## config.mk

```make
export PLATFORM = sky130hd
export DESIGN_NAME = multi_cycle_ctrl_flat
export DESIGN_NICKNAME = d
export VERILOG_FILES = /design/src/rtl/multi_cycle_ctrl_pkg.sv /design/src/rtl/multi_cycle_ctrl_if.sv /design/src/rtl/multi_cycle_decode.sv /design/src/rtl/multi_cycle_ctrl.sv /design/src/flat_wrapper.sv
export SDC_FILE = /design/constraint.sdc
export NUM_CORES = 1
export LEC_CHECK = 0
export BUFFER_PORTS_ARGS = -buffer_cell sky130_fd_sc_hd__buf_2
export CAP_MARGIN = 15
export CELL_PAD_IN_SITES_DETAIL_PLACEMENT = 0
export CELL_PAD_IN_SITES_GLOBAL_PLACEMENT = 1
export CORE_ASPECT_RATIO = 1.2
export CORE_MARGIN = 4
export CORE_UTILIZATION = 34
export CTS_CLUSTER_DIAMETER = 80
export DETAILED_ROUTE_END_ITERATION = 16
export MAX_ROUTING_LAYER = met4
export PLACE_DENSITY = 0.93
export SLEW_MARGIN = 5
export SYNTH_ARGS = -nofsm -noshare
export SYNTH_HDL_FRONTEND = slang
export SYNTH_HIERARCHICAL = 1
export SYNTH_SLANG_ARGS = --single-unit
```

## constraint.sdc

```tcl
create_clock -name clock -period 3.85 [get_ports clock]
set_input_delay 1.155 -clock clock [delete_from_list [all_inputs] [get_ports clock]]
set_output_delay 1.155 -clock clock [all_outputs]
set_load 0.05 [all_outputs]
```

## src/rtl/multi_cycle_ctrl_pkg.sv

```systemverilog
// multi_cycle_ctrl_pkg: shared state, opcode and control-field encodings for the multi-cycle controller.
package multi_cycle_ctrl_pkg;
  localparam int STATE_W = 4;
  typedef enum logic [STATE_W-1:0] {
    S_FETCH  = 4'd0,
    S_DECODE = 4'd1,
    S_MEMADR = 4'd2,
    S_MEMRD  = 4'd3,
    S_MEMWB  = 4'd4,
    S_MEMWR  = 4'd5,
    S_EXEC   = 4'd6,
    S_ALUWB  = 4'd7,
    S_BRANCH = 4'd8,
    S_JUMP   = 4'd9,
    S_IEXEC  = 4'd10,
    S_IWB    = 4'd11,
    S_TRAP   = 4'd15
  } state_e;
  localparam logic [5:0] OP_RTYPE = 6'h00;
  localparam logic [5:0] OP_J     = 6'h02;
  localparam logic [5:0] OP_BEQ   = 6'h04;
  localparam logic [5:0] OP_BNE   = 6'h05;
  localparam logic [5:0] OP_ADDI  = 6'h08;
  localparam logic [5:0] OP_LW    = 6'h23;
  localparam logic [5:0] OP_SW    = 6'h2B;
  localparam logic [1:0] SRCB_RDB  = 2'b00;
  localparam logic [1:0] SRCB_FOUR = 2'b01;
  localparam logic [1:0] SRCB_EXT  = 2'b10;
  localparam logic [1:0] SRCB_EXT4 = 2'b11;
  localparam logic [1:0] ALU_ADD   = 2'b00;
  localparam logic [1:0] ALU_SUB   = 2'b01;
  localparam logic [1:0] ALU_FUNCT = 2'b10;
  localparam logic [1:0] PC_ALU    = 2'b00;
  localparam logic [1:0] PC_ALUOUT = 2'b01;
  localparam logic [1:0] PC_JUMP   = 2'b10;
  typedef struct packed {
    logic       pc_write;
    logic       pc_write_cond;
    logic       branch_not;
    logic       ir_write;
    logic       i_or_d;
    logic       mem_read;
    logic       mem_write;
    logic       reg_write;
    logic       reg_dst;
    logic       mem_to_reg;
    logic       alu_src_a;
    logic [1:0] alu_src_b;
    logic [1:0] alu_op;
    logic [1:0] pc_source;
    logic       instr_done;
    logic       illegal;
  } ctrl_t;
endpackage

```

## src/rtl/multi_cycle_ctrl_if.sv

```systemverilog
// multi_cycle_ctrl_if: instruction/memory status in, datapath control strobes out.
interface multi_cycle_ctrl_if;
  logic [5:0] opcode;
  logic       mem_ready;
  logic       pc_write, pc_write_cond, branch_not;
  logic       ir_write, i_or_d, mem_read, mem_write;
  logic       reg_write, reg_dst, mem_to_reg, alu_src_a;
  logic [1:0] alu_src_b, alu_op, pc_source;
  logic [multi_cycle_ctrl_pkg::STATE_W-1:0] state;
  logic       instr_done, illegal;
  modport master (
    input  opcode, mem_ready,
    output pc_write, pc_write_cond, branch_not, ir_write, i_or_d, mem_read, mem_write,
           reg_write, reg_dst, mem_to_reg, alu_src_a, alu_src_b, alu_op, pc_source,
           state, instr_done, illegal
  );
  modport slave (
    output opcode, mem_ready,
    input  pc_write, pc_write_cond, branch_not, ir_write, i_or_d, mem_read, mem_write,
           reg_write, reg_dst, mem_to_reg, alu_src_a, alu_src_b, alu_op, pc_source,
           state, instr_done, illegal
  );
endinterface

```

## src/rtl/multi_cycle_decode.sv

```systemverilog
// multi_cycle_decode: Moore output decode of controller state, plus mem_ready-qualified strobes.
module multi_cycle_decode
  import multi_cycle_ctrl_pkg::*;
(
  input  state_e     state_i,
  input  logic [5:0] opcode_i,
  input  logic       mem_ready_i,
  output ctrl_t      ctrl_o
);
  always_comb begin
    ctrl_o = '0;
    case (state_i)
      S_FETCH: begin
        ctrl_o.mem_read  = 1'b1;
        ctrl_o.alu_src_b = SRCB_FOUR;
        ctrl_o.ir_write  = mem_ready_i;
        ctrl_o.pc_write  = mem_ready_i;
      end
      S_DECODE: ctrl_o.alu_src_b = SRCB_EXT4;
      S_MEMADR, S_IEXEC: begin
        ctrl_o.alu_src_a = 1'b1;
        ctrl_o.alu_src_b = SRCB_EXT;
      end
      S_MEMRD: begin
        ctrl_o.mem_read = 1'b1;
        ctrl_o.i_or_d   = 1'b1;
      end
      S_MEMWB: begin
        ctrl_o.reg_write  = 1'b1;
        ctrl_o.mem_to_reg = 1'b1;
        ctrl_o.instr_done = 1'b1;
      end
      S_MEMWR: begin
        ctrl_o.mem_write  = 1'b1;
        ctrl_o.i_or_d     = 1'b1;
        ctrl_o.instr_done = mem_ready_i;
      end
      S_EXEC: begin
        ctrl_o.alu_src_a = 1'b1;
        ctrl_o.alu_src_b = SRCB_RDB;
        ctrl_o.alu_op    = ALU_FUNCT;
      end
      S_ALUWB: begin
        ctrl_o.reg_write  = 1'b1;
        ctrl_o.reg_dst    = 1'b1;
        ctrl_o.instr_done = 1'b1;
      end
      S_IWB: begin
        ctrl_o.reg_write  = 1'b1;
        ctrl_o.instr_done = 1'b1;
      end
      S_BRANCH: begin
        ctrl_o.alu_src_a     = 1'b1;
        ctrl_o.alu_op        = ALU_SUB;
        ctrl_o.pc_source     = PC_ALUOUT;
        ctrl_o.pc_write_cond = 1'b1;
        ctrl_o.branch_not    = opcode_i == OP_BNE;
        ctrl_o.instr_done    = 1'b1;
      end
      S_JUMP: begin
        ctrl_o.pc_write   = 1'b1;
        ctrl_o.pc_source  = PC_JUMP;
        ctrl_o.instr_done = 1'b1;
      end
      S_TRAP: ctrl_o.illegal = 1'b1;
      default: ;
    endcase
  end
endmodule

```

## src/rtl/multi_cycle_ctrl.sv

```systemverilog
// multi_cycle_ctrl: multi-cycle MIPS-style control FSM; state register and next-state logic, outputs via multi_cycle_decode.
module multi_cycle_ctrl
  import multi_cycle_ctrl_pkg::*;
#(
  parameter bit MEM_WAIT_EN = 1'b1
) (
  input logic              clock,
  input logic              reset,
  multi_cycle_ctrl_if.master bus
);
  state_e state_q, state_d;
  ctrl_t  ctrl;
  logic   rdy;
  assign rdy = MEM_WAIT_EN ? bus.mem_ready : 1'b1;
  always_ff @(posedge clock) state_q <= reset ? S_FETCH : state_d;
  always_comb begin
    state_d = state_q;
    case (state_q)
      S_FETCH:  state_d = rdy ? S_DECODE : S_FETCH;
      S_DECODE: begin
        case (bus.opcode)
          OP_LW, OP_SW:   state_d = S_MEMADR;
          OP_RTYPE:       state_d = S_EXEC;
          OP_BEQ, OP_BNE: state_d = S_BRANCH;
          OP_J:           state_d = S_JUMP;
          OP_ADDI:        state_d = S_IEXEC;
          default:        state_d = S_TRAP;
        endcase
      end
      S_MEMADR: state_d = bus.opcode == OP_SW ? S_MEMWR : S_MEMRD;
      S_MEMRD:  state_d = rdy ? S_MEMWB : S_MEMRD;
      S_MEMWR:  state_d = rdy ? S_FETCH : S_MEMWR;
      S_EXEC:   state_d = S_ALUWB;
      S_IEXEC:  state_d = S_IWB;
      S_TRAP:   state_d = S_TRAP;
      default:  state_d = S_FETCH;
    endcase
  end
  multi_cycle_decode u_decode (
    .state_i    (state_q),
    .opcode_i   (bus.opcode),
    .mem_ready_i(rdy),
    .ctrl_o     (ctrl)
  );
  assign bus.state         = state_q;
  assign bus.pc_write      = ctrl.pc_write;
  assign bus.pc_write_cond = ctrl.pc_write_cond;
  assign bus.branch_not    = ctrl.branch_not;
  assign bus.ir_write      = ctrl.ir_write;
  assign bus.i_or_d        = ctrl.i_or_d;
  assign bus.mem_read      = ctrl.mem_read;
  assign bus.mem_write     = ctrl.mem_write;
  assign bus.reg_write     = ctrl.reg_write;
  assign bus.reg_dst       = ctrl.reg_dst;
  assign bus.mem_to_reg    = ctrl.mem_to_reg;
  assign bus.alu_src_a     = ctrl.alu_src_a;
  assign bus.alu_src_b     = ctrl.alu_src_b;
  assign bus.alu_op        = ctrl.alu_op;
  assign bus.pc_source     = ctrl.pc_source;
  assign bus.instr_done    = ctrl.instr_done;
  assign bus.illegal       = ctrl.illegal;
endmodule

```

## src/flat_wrapper.sv

```systemverilog
// flat-port wrapper written by rule: the top's interface ports become plain ports
module multi_cycle_ctrl_flat import multi_cycle_ctrl_pkg::*;
#(
  parameter bit MEM_WAIT_EN = 1'b1
)
  (clock, reset, bus_opcode, bus_mem_ready, bus_pc_write, bus_pc_write_cond, bus_branch_not, bus_ir_write, bus_i_or_d, bus_mem_read, bus_mem_write, bus_reg_write, bus_reg_dst, bus_mem_to_reg, bus_alu_src_a, bus_alu_src_b, bus_alu_op, bus_pc_source, bus_state, bus_instr_done, bus_illegal);
  multi_cycle_ctrl_if bus_i ();
  input logic clock;
  input logic reset;
  input wire logic [$bits(bus_i.opcode)-1:0] bus_opcode;
  input wire logic [$bits(bus_i.mem_ready)-1:0] bus_mem_ready;
  output wire logic [$bits(bus_i.pc_write)-1:0] bus_pc_write;
  output wire logic [$bits(bus_i.pc_write_cond)-1:0] bus_pc_write_cond;
  output wire logic [$bits(bus_i.branch_not)-1:0] bus_branch_not;
  output wire logic [$bits(bus_i.ir_write)-1:0] bus_ir_write;
  output wire logic [$bits(bus_i.i_or_d)-1:0] bus_i_or_d;
  output wire logic [$bits(bus_i.mem_read)-1:0] bus_mem_read;
  output wire logic [$bits(bus_i.mem_write)-1:0] bus_mem_write;
  output wire logic [$bits(bus_i.reg_write)-1:0] bus_reg_write;
  output wire logic [$bits(bus_i.reg_dst)-1:0] bus_reg_dst;
  output wire logic [$bits(bus_i.mem_to_reg)-1:0] bus_mem_to_reg;
  output wire logic [$bits(bus_i.alu_src_a)-1:0] bus_alu_src_a;
  output wire logic [$bits(bus_i.alu_src_b)-1:0] bus_alu_src_b;
  output wire logic [$bits(bus_i.alu_op)-1:0] bus_alu_op;
  output wire logic [$bits(bus_i.pc_source)-1:0] bus_pc_source;
  output wire logic [$bits(bus_i.state)-1:0] bus_state;
  output wire logic [$bits(bus_i.instr_done)-1:0] bus_instr_done;
  output wire logic [$bits(bus_i.illegal)-1:0] bus_illegal;
  assign bus_i.opcode = bus_opcode;
  assign bus_i.mem_ready = bus_mem_ready;
  assign bus_pc_write = bus_i.pc_write;
  assign bus_pc_write_cond = bus_i.pc_write_cond;
  assign bus_branch_not = bus_i.branch_not;
  assign bus_ir_write = bus_i.ir_write;
  assign bus_i_or_d = bus_i.i_or_d;
  assign bus_mem_read = bus_i.mem_read;
  assign bus_mem_write = bus_i.mem_write;
  assign bus_reg_write = bus_i.reg_write;
  assign bus_reg_dst = bus_i.reg_dst;
  assign bus_mem_to_reg = bus_i.mem_to_reg;
  assign bus_alu_src_a = bus_i.alu_src_a;
  assign bus_alu_src_b = bus_i.alu_src_b;
  assign bus_alu_op = bus_i.alu_op;
  assign bus_pc_source = bus_i.pc_source;
  assign bus_state = bus_i.state;
  assign bus_instr_done = bus_i.instr_done;
  assign bus_illegal = bus_i.illegal;
  multi_cycle_ctrl #(.MEM_WAIT_EN(MEM_WAIT_EN)) u_core (.clock(clock), .reset(reset), .bus(bus_i));
endmodule
```

Word-level counts from Yosys, hierarchy flattened. Index checks and enable logic that the tools add are counted.

Output and inout port bits: 23. Register bits after elaboration: 4. Input bits: 9.

Multiplexer cells: 21. Equality and inequality tests: 18. Reduce and logical (&&, ||, !) cells: 10.

Operator list (count): $pmux W4 S8 (1); $eq A4 B4 Y1 const B (5); $pmux W4 S5 (1); $eq A4 B3 Y1 const B (4); $eq A6 B3 Y1 const B (2); $eq A6 B6 Y1 const B (2); $mux W1 (10); $reduce_or A2 Y1 (5); $mux W3 (3); $eq A4 B2 Y1 const B (2); $pmux W2 S2 (2); $eq A6 B2 Y1 const B (1); $eq A6 B4 Y1 const B (1); $logic_not A6 Y1 (1); $pmux W2 S3 (1); $reduce_or A5 Y1 (1); $eq A4 B1 Y1 const B (1); $logic_not A4 Y1 (1); $pmux W1 S2 (2); $reduce_or A4 Y1 (1); $reduce_or A3 Y1 (1); $mux W2 (1).

Depth between registers and ports, before layout.
Word-level depth: 4. Gate-level depth with buffers: 5.

Modules after synthesis. Netlist, hierarchy kept.

Modules (own cells, without submodules): multi_cycle_ctrl (area each 459.2 um^2, seq. area each 80.1 um^2, instances 1, cells each 62); multi_cycle_decode (area each 252.7 um^2, seq. area each 0.0 um^2, instances 1, cells each 39).

Worst setup path before layout. Ideal clock, no wire load.

Path kind: input to output. Start point: in bus_mem_ready. End point: out bus_instr_done. Stages: 2. Arrival time: 2756 ps. Setup slack: -61 ps. Data required time: 2695 ps. Cell sequence: nor4bb_1 > nor4bb_1.

Word-level cells in the longest chain between the ends: 1.

RTL lines: start: declaration (RTL line flat_wrapper.sv:11) `input wire logic [$bits(bus_i.mem_ready)-1:0] bus_mem_ready;`; $pmux W1 S2 (RTL line multi_cycle_decode.sv:12) `case (state_i)`; end: declaration (RTL line flat_wrapper.sv:27) `output wire logic [$bits(bus_i.instr_done)-1:0] bus_instr_done;`.

No other way between the ends.

Final worst setup path.
Start point: in bus_opcode[2]. End point: out bus_branch_not.

Word-level cells in the longest chain between the ends: 2.

RTL lines: start: declaration (RTL line flat_wrapper.sv:10) `input wire logic [$bits(bus_i.opcode)-1:0] bus_opcode;`; $eq A6 B3 Y1 (RTL line multi_cycle_decode.sv:57) `ctrl_o.branch_not = opcode_i == OP_BNE;`; $mux W2 (RTL line multi_cycle_decode.sv:12); end: declaration (RTL line flat_wrapper.sv:14) `output wire logic [$bits(bus_i.branch_not)-1:0] bus_branch_not;`.

No other way between the ends.

==> impl_metrics.json <==
{
  "outcome": "completed",
  "overflow": 0,
  "cp-start-kind": "primary input",
  "routabilityCongestion": 0.758,
  "ios": 32,
  "grt_util_met2_pct": 21.4,
  "clock.fmax_mhz": 310,
  "rr_worst_depth": 4,
  "antenna_found_initial": 0,
  "synth_cells": 101,
  "cts_num_sinks": 4,
  "p_comb_share_pct": 75.7,
  "drtAntennaViolNets": 0,
  "cts_made_buffers": 3,
  "fin_tns_setup_ns": 0,
  "tightestPinTransition_ns": 0.860,
  "post_dp_cell_area_um2": 808,
  "use_met1_pct": 16.6,
  "fillCellCount": 226,
  "busiest_layer": "met2",
  "ys_seq_area_share_pct": 11.2,
  "clk_pin_slew_ns": 0.03,
  "avgSynthCellArea_um2": 7.05,
  "synthXorXnorAreaFrac_pct": 6.15,
  "synth_top_family_by_area": "simple AND/OR/NAND/NOR gates",
  "r2r-start": "u_core/bus.state[1]",
  "muxShareOfSynthArea_pct": 1.41,
  "grt_max_degree": 27,
  "grt_setup_unrepaired": "false",
  "use_met3_pct": 2.83,
  "p_total_mw": 0.840,
  "cts_htree_levels": 1,
  "largest_reg_flops": 4,
  "syn2layout_area_growth_pct": 16.7,
  "grt_pass1_vias": 704,
  "final_max_slew_viol_count": 0,
  "r2r-end": "u_core/bus.state[2]",
  "initialDrtViolationCount": 8,
  "dp_hpwl_um": 1340,
  "io_buffers": 31,
  "synth_adder_area_share_pct": 0,
  "crit_required_ns": 2.69,
  "crit_fanout": 8,
  "synth_edf_count": 0,
  "start_util_pct": 37.2,
  "swShare_pct": 67.2,
  "hold_buffers": 0,
  "hold_class": "flop to flop",
  "ys_types": 41,
  "p_leak_nw": 0.364,
  "synth_compound_area_share_pct": 26.4,
  "postSynthNetCount": 110,
  "num_antenna_cells": 0,
  "p_sw_mw": 0.565,
  "grtUsageTotal_pct": 13.2,
  "ir_drop_mv": 0.504,
  "cts-root-buf": "clkbuf_4",
  "setup_viol": 0,
  "p_int_mw": 0.275,
  "num-nets-final": 133,
  "maxSlewHeadroom_pct": 42.6,
  "wl_per_cell_um": 12.9,
  "grt_pass1_wl_um": 3080,
  "hold_path_end": "u_core/bus.state[2]",
  "die_area_um2": 2890,
  "synth_warnings": 6,
  "worst-setup-path-type": "primary input to output pin",
  "max-cap-violations": 0,
  "num_rows": 17,
  "via_count": 802,
  "drc_errors": 0,
  "synth-simple-area-share_pct": 41.3,
  "p_seq_share_pct": 18.4,
  "fin_crit_ns": 3.22,
  "post_cts.repair.setup_buffers": 0,
  "first_pass_iters": 4,
  "ys_ff_latch": 4,
  "finalHoldViolations": 0,
  "clock_latency_ns": 0.23,
  "cts_tree": "done",
  "pwr-share-clk_pct": 5.9,
  "cts_max_path_buffers": 2,
  "rrSetupSlack_ns": 2.12,
  "fin_area_um2": 831,
  "ctsResizeCount": 0,
  "critPathCaptureType": "output pin",
  "ys_async_sr_fraction_pct": 0,
  "arrival_ns": 2.07,
  "drive_gt1_share_pct": 32.0,
  "fp.dieH_um": 58.1,
  "die_w_um": 49.8,
  "holdPathStages": 2,
  "clock_skew_ns": 0.000996,
  "ys.flop_type": "dfxtp_1",
  "hold_start": "u_core/bus.state[2]",
  "power.density_nw_per_um2": 1010,
  "core_um2": 1910,
  "viasPerCell": 5.69,
  "totalWireLength_um": 1810,
  "timing.final.crit_share_pct": 83.8,
  "syn_area_um2": 712
}
## kinds of logic (layout without fill, tap and decap cells)
logic type,Yosys count,in the layout
and+or+nand+nor,49,49
AOI/OAI and AO/OA,27,27
buffers and inverters,15,36
xor gates and xnor gates,5,5
DFF,4,4
muxes,1,1
## worst max-delay path, cell delays in order
cell,delay (ns)
buf_2,0.16
nor4bb_1,0.28
and4b_1,0.22
buf_2,0.26
## area by class of cell
| class | count | area [um2] | share of cell area [%] |
|---|---|---|---|
| repair buffers | 31 | 155 | 18.7 |
| well taps | 19 | 23.8 | 2.86 |
| clock buffers | 3 | 22.5 | 2.71 |
| inverters | 2 | 7.51 | 0.904 |
| multi-input cells | 82 | 542 | 65.2 |
| flip-flops and latches | 4 | 80.1 | 9.64 |
## cells in the mapped netlist (2+ instances only)
master	n	area [um2]
a31oi_1	5	31.3
nor3b_1	2	15.0
o21ai_0	3	15.0
and4b_1	2	20.0
and3_1	2	12.5
nand2_1	7	26.3
nor4_1	3	18.8
nor4bb_1	3	30.0
and2_1	2	12.5
nand2b_1	5	31.3
dfxtp_1	4	80.1
a21oi_1	7	35.0
buf_6	2	22.5
buf_4	5	37.5
nor3_1	6	30.0
o221ai_1	2	17.5
xor2_1	2	17.5
nor2_1	11	41.3
xnor2_1	3	26.3
buf_2	4	20.0
## worst max-delay path by stage
stage	slack [ns]	end	cells past startpoint	from
floorplan	0.09	bus_alu_op[0]	4	u_core/bus.state[3]
global placement	0.62	bus_branch_not	4	bus_opcode[2]
detailed placement	0.61	bus_branch_not	4	bus_opcode[2]
CTS	0.61	bus_branch_not	4	bus_opcode[2]
global route	0.52	bus_alu_op[0]	3	u_core/bus.state[3]
finish	0.63	bus_branch_not	4	bus_opcode[2]
## power groups by stage
stage	sequential (mW)	clock (mW)	combinational, mW
after CTS	0.154	0.0523	0.638
after detailed placement	0.154	0	0.637
final	0.155	0.0494	0.636
after floorplan	0.129	0	0.572
after global routing	0.166	0.0559	0.681
after global placement	0.154	0	0.632
## cells in the final DEF, fill, tap and decap left out, types with 2 or more instances in the layout
cell and n:
nor4bb_1 2, nor3b_1 2, xor2_1 2, o221ai_1 2
clkbuf_4 3, nand2b_1 5, xnor2_1 3, and3_1 2
and2_1 2, o21ai_0 3, nand2_1 7, nor2_1 11
buf_2 31, a31oi_1 5, nor4_1 3, nor3_1 6
and4b_1 2, a21oi_1 7, dfxtp_1 4
## per-stage QoR
step / hold WS, ns / utilization [%] / setup slack [ns] / instances
2_1_floorplan: 0.929 / - / 0.0914 / 101
3_3_place_gp: 0.841 / 42.2 / 0.621 / 138
3_5_place_dp: 0.850 / 42.2 / 0.610 / 138
4_1_cts: 0.862 / 43.4 / 0.612 / 141
5_1_grt: 0.931 / 43.4 / 0.524 / 141
6_report: 0.859 / 43.4 / 0.625 / 141
## layer usage
metal,vias to the layer above,wire length [um]
met1,361,829
li1,418,-
met4,0,0
met5,-,0
met2,23,875
met3,0,109
Note: power is estimated with default switching activity, not from simulation.
